<file path="config.mk">
export PLATFORM = sky130hd
export DESIGN_NAME = alu_result_reader_flat
export DESIGN_NICKNAME = d
export VERILOG_FILES = /design/src/rtl/alu_result_reader_if.sv /design/src/rtl/alu_result_reader.sv /design/src/flat_wrapper.sv
export SDC_FILE = /design/constraint.sdc
export NUM_CORES = 1
export LEC_CHECK = 0
export CAP_MARGIN = 20
export CORE_AREA = 5 5 52 50
export DETAILED_ROUTE_END_ITERATION = 10
export DIE_AREA = 0 0 57 55
export GPL_TIMING_DRIVEN = 0
export PLACE_DENSITY = 0.78
export SLEW_MARGIN = 20
export SYNTH_ARGS = -nofsm -noshare
export SYNTH_HDL_FRONTEND = slang
export SYNTH_SLANG_ARGS = --single-unit
</file>
<file path="constraint.sdc">
create_clock -name clk -period 3 [get_ports clk]
set_input_delay 0.3 -clock clk [delete_from_list [all_inputs] [get_ports clk]]
set_output_delay 0.3 -clock clk [all_outputs]
set_load 0.02 [all_outputs]
</file>
<file path="src/rtl/alu_result_reader_if.sv">
// Handshake bundle between the ALU core, the result unloader and the output sink.
// out_parity exists only when ALU_RESULT_READER_PARITY_EN is defined.
interface alu_result_reader_if #(
  parameter int DATA_W = 8
);
  logic              load;
  logic [DATA_W-1:0] a_in;
  logic [DATA_W-1:0] q_in;
  logic              busy;
  logic [DATA_W-1:0] out_data;
  logic              out_valid;
  logic              out_ready;
  logic              out_last;
  logic              done;
`ifdef ALU_RESULT_READER_PARITY_EN
  logic              out_parity;
`endif

  modport master (
    input  load, a_in, q_in, out_ready,
    output busy, out_data, out_valid, out_last, done
`ifdef ALU_RESULT_READER_PARITY_EN
    , output out_parity
`endif
  );

  modport slave (
    output load, a_in, q_in, out_ready,
    input  busy, out_data, out_valid, out_last, done
`ifdef ALU_RESULT_READER_PARITY_EN
    , input out_parity
`endif
  );
endinterface

</file>
<file path="src/rtl/alu_result_reader.sv">
// Snapshots A/Q in one cycle and streams them as two valid/ready beats.
// Optional registered even parity on each beat: define ALU_RESULT_READER_PARITY_EN.
//
// state | meaning
// IDLE  | waiting for load; out_data keeps the last beat
// BEAT0 | first half offered (A, or Q when LSB_FIRST)
// BEAT1 | second half offered, out_last high
// DONE  | one-cycle done pulse, load ignored
module alu_result_reader #(
  parameter int DATA_W    = 8,
  parameter bit LSB_FIRST = 1'b0
) (
  input  logic                clk,
  input  logic                rst,
  alu_result_reader_if.master bus
);

  typedef enum logic [1:0] {
    S_IDLE  = 2'd0,
    S_BEAT0 = 2'd1,
    S_BEAT1 = 2'd2,
    S_DONE  = 2'd3
  } state_t;

  state_t            state_q, state_d;
  logic [DATA_W-1:0] a_hold_q, q_hold_q;
  logic [DATA_W-1:0] data_q, data_d;
  logic [DATA_W-1:0] first_beat, second_beat;
  logic              capture, advance;
  logic              busy, out_valid, out_last, done;

  always_ff @(posedge clk or posedge rst) begin
    if (rst) state_q <= S_IDLE;
    else     state_q <= state_d;
  end

  always_comb begin
    state_d = state_q;
    case (state_q)
      S_IDLE:  if (bus.load)      state_d = S_BEAT0;
      S_BEAT0: if (bus.out_ready) state_d = S_BEAT1;
      S_BEAT1: if (bus.out_ready) state_d = S_DONE;
      S_DONE:                     state_d = S_IDLE;
      default:                    state_d = S_IDLE;
    endcase
  end

  always_comb begin
    busy      = (state_q != S_IDLE);
    out_valid = (state_q == S_BEAT0) || (state_q == S_BEAT1);
    out_last  = (state_q == S_BEAT1);
    done      = (state_q == S_DONE);
  end

  // First beat comes straight from the inputs so it is valid the cycle after load.
  assign capture     = (state_q == S_IDLE) && bus.load;
  assign advance     = (state_q == S_BEAT0) && bus.out_ready;
  assign first_beat  = LSB_FIRST ? bus.q_in : bus.a_in;
  assign second_beat = LSB_FIRST ? a_hold_q : q_hold_q;

  always_comb begin
    data_d = data_q;
    if (capture)      data_d = first_beat;
    else if (advance) data_d = second_beat;
  end

  always_ff @(posedge clk or posedge rst) begin
    if (rst) begin
      a_hold_q <= '0;
      q_hold_q <= '0;
      data_q   <= '0;
    end else begin
      if (capture) begin
        a_hold_q <= bus.a_in;
        q_hold_q <= bus.q_in;
      end
      data_q <= data_d;
    end
  end

`ifdef ALU_RESULT_READER_PARITY_EN
  logic parity_q;

  always_ff @(posedge clk or posedge rst) begin
    if (rst) parity_q <= 1'b0;
    else     parity_q <= ^data_d;
  end

  assign bus.out_parity = parity_q;
`endif

  assign bus.busy      = busy;
  assign bus.out_valid = out_valid;
  assign bus.out_last  = out_last;
  assign bus.done      = done;
  assign bus.out_data  = data_q;

endmodule

</file>
<file path="src/flat_wrapper.sv">
// flat-port wrapper written by rule: the top's interface ports become plain ports
module alu_result_reader_flat 
#(
  parameter int DATA_W    = 8,
  parameter bit LSB_FIRST = 1'b0
)
  (clk, rst, bus_load, bus_a_in, bus_q_in, bus_out_ready, bus_busy, bus_out_data, bus_out_valid, bus_out_last, bus_done);
  alu_result_reader_if #(.DATA_W(DATA_W)) bus_i ();
  input  logic clk;
  input  logic rst;
  input wire logic [$bits(bus_i.load)-1:0] bus_load;
  input wire logic [$bits(bus_i.a_in)-1:0] bus_a_in;
  input wire logic [$bits(bus_i.q_in)-1:0] bus_q_in;
  input wire logic [$bits(bus_i.out_ready)-1:0] bus_out_ready;
  output wire logic [$bits(bus_i.busy)-1:0] bus_busy;
  output wire logic [$bits(bus_i.out_data)-1:0] bus_out_data;
  output wire logic [$bits(bus_i.out_valid)-1:0] bus_out_valid;
  output wire logic [$bits(bus_i.out_last)-1:0] bus_out_last;
  output wire logic [$bits(bus_i.done)-1:0] bus_done;
  assign bus_i.load = bus_load;
  assign bus_i.a_in = bus_a_in;
  assign bus_i.q_in = bus_q_in;
  assign bus_i.out_ready = bus_out_ready;
  assign bus_busy = bus_i.busy;
  assign bus_out_data = bus_i.out_data;
  assign bus_out_valid = bus_i.out_valid;
  assign bus_out_last = bus_i.out_last;
  assign bus_done = bus_i.done;
  alu_result_reader #(.DATA_W(DATA_W), .LSB_FIRST(LSB_FIRST)) u_core (.clk(clk), .rst(rst), .bus(bus_i));
endmodule
</file>
==> results_dict.tcl <==
set metrics [dict create \
    avgSynthCellArea_um2 12.6 \
    numClockSinks 18 \
    yosys.area_share.simple_pct 6.21 \
    antenna_cells 0 \
    cts-resized-gates 0 \
    final_cell_count_no_fill 129 \
    yosysMostFrequentCell "dfrtp_1" \
    yosysTopAreaCell "dfrtp_1" \
    track_usage_pct 12.4 \
    synthAdderAreaFrac_pct 5.92 \
    clk_latency_ns 0.29 \
    synth_nets 91 \
    reg2reg_from "u_core.state_q[0]$_DFFE_PP0P_" \
    rsz0062_at_grt "no" \
    worst_pin_slew_ns 0.655 \
    fin_crit_ns 2.02 \
    via_count 621 \
    place_inst 125 \
    finalCritPeriodShare_pct 67.2 \
    crit_type "reg2out" \
    synth_cells 67 \
    cap_violations 0 \
    ir_worst_vdd_mv 0.723 \
    die_x_um 57 \
    finClkSkew_ns 0.00793 \
    busiest_layer "met2" \
    grt_pass1_vias 667 \
    netlist_area_um2 846 \
    synth_top_family_by_area "multiplexers" \
    startpoint_type "register" \
    wl_um 1690 \
    synth_top_area_share_pct 53.3 \
    place_area_um2 1190 \
    fp.dieH_um 55 \
    initial_core_util_pct 41.4 \
    clock_path_buffers 2 \
    gp_congestion 0.726 \
    postLayoutCellArea_um2 1230 \
    yosysWarnings 0 \
    ys_top_cells_by_count "dfrtp_1, nor2_1, a21oi_1, mux2i_1, mux2_4" \
    post-cts-setup-buffers 0 \
    grtUsageMet1_pct 14.2 \
    path_max_fanout 4 \
    p_leak_nw 0.587 \
    path_cells "inv_1, ha_1, inv_2, clkdlybuf4s50_1" \
    synth-seq-area-share_pct 53.3 \
    cts_buffers 3 \
    antenna_found_initial 0 \
    synth.area.top_cells "dfrtp_1, mux2i_1, mux2_4" \
    grt_pass1_wl_um 2910 \
    status "complete, no violations" \
    muxShareOfSynthArea_pct 23.7 \
    area_delta_synth_final_pct 45.0 \
    async_flop_share_pct 100 \
    r2r_cells 5 \
    cts_tree "yes" \
    nNetsFinal 127 \
    grt_max_degree 19 \
    synth-main-ff-cell "dfrtp_1" \
    synthDistinctLibCells 15 \
    place_hpwl_um 1310 \
    ys_seq_elements 18 \
    pin_count 32 \
    met3_usage_pct 6.03 \
    wl_per_cell_um 13.1 \
    ctsHtreeMaxLevel 1 \
    setup_viol 0 \
    crit_path_end_kind "primary output" \
    drt_iter0_drc 6 \
    layout-drive-gt1-share_pct 19.6 \
    regArea_um2 450 \
    root_buffer "clkbuf_4" \
    synth_edf_count 0 \
    slew_headroom_pct 56.3 \
    arrival_ns 1.72 \
    ctsHoldBuffers 0 \
    dieArea_um2 3140 \
    cp_slowest_stage_delay_ns 0.60 \
    rr_endpoint "u_core.q_hold_q[0]$_DFFE_PP0P_" \
    antenna_left 0 \
    gr-usage-met2_pct 21.5 \
    critPathRequiredTime_ns 2.70 \
    multi_input_area_um2 364 \
    finalPower_mw 1.29 \
    drc 0 \
    fin_hold_ws_ns 0.389 \
    synth-compound-area-share_pct 7.25 \
    drtPass1Iterations 4 \
    pre_cts_ws_ns 1.30 \
    p_per_area_nw_per_um2 1050 \
    cp_slowest_cell "clkdlybuf4s50_1" \
    core_area_um2 2040 \
    nFillCells 193 \
    final_util_pct 60.0 \
    io_buffers 31 \
    r2r_slack_ns 1.48 \
    fin_ws_ns 0.983 \
    drv_slew 0 \
    clk_pin_slew_ns 0.10 \
    routed_via_density 4.81 \
    setup_tns_ns 0 \
    fmaxAchievable_mhz 496 \
    rows 16 \
    finalHoldViolCount 0 \
    synth-xor-area-share_pct 0 \
    hold_class "in2async" \
    grt_overflow 0 \
]
## logic make-up after synthesis
family | Yosys count
DFF | 18
muxes | 17
and+or+nand+nor | 12
AOI/OAI and AO/OA | 10
buffers and inverters | 6
adders and majority gates | 4
## flip-flops by register name, indices dropped and copies added, names as in the netlist
name / flops
u_core.bus.out_data: 8
u_core.state_q: 2
u_core.q_hold_q: 8
## worst max-delay path by stage
stage,from,to,cells after the start
2_1_floorplan,u_core.state_q[0]$_DFFE_PP0P_,u_core.state_q[1]$_DFFE_PP0P_,5
3_3_place_gp,u_core.state_q[0]$_DFFE_PP0P_,bus_out_valid,3
3_5_place_dp,u_core.state_q[0]$_DFFE_PP0P_,bus_busy,4
4_1_cts,u_core.state_q[0]$_DFFE_PP0P_,bus_busy,4
5_1_grt,u_core.state_q[0]$_DFFE_PP0P_,bus_busy,4
6_report,u_core.state_q[0]$_DFFE_PP0P_,bus_busy,4
## layout by cell type, fill, tap and decap left out, types with 2 or more instances in the layout
cell type	synthesis	layout
nor2_1	9	9
nand2_2	2	2
inv_1	3	3
a21oi_1	8	8
ha_1	4	4
dfrtp_1	18	18
clkdlybuf4s50_1	0	31
clkbuf_4	0	3
mux2i_1	8	8
mux2_2	4	4
mux2_4	5	5
## worst max-delay path: cells and delay by family, from the launching register on
kind | cells | cell delay (ns)
buffers and inverters | 3 | 0.75
adders and majority gates | 1 | 0.25
DFF | 1 | 0.43
## metal layers
metal	wire [µm]	share of wire [%]
met1	710	42
met2	843	50
met3	130	7.7
met4	8	0.47
met5	0	0
## final cells by class
class	count	share of cell area, %
well taps	27	2.76
flip-flops and latches	18	36.7
repair buffers	31	25.3
plain buffers	2	1.33
clock buffers	4	2.96
inverters	4	1.22
multi-input cells	43	29.7
## power breakdown
part           switching (mW)  internal, mW  total [mW]
Combinational           0.313         0.385       0.698
Clock                  0.0728        0.0740       0.147
Sequential             0.0745         0.370       0.444
No activity file was read; power rests on OpenSTA's default activity.
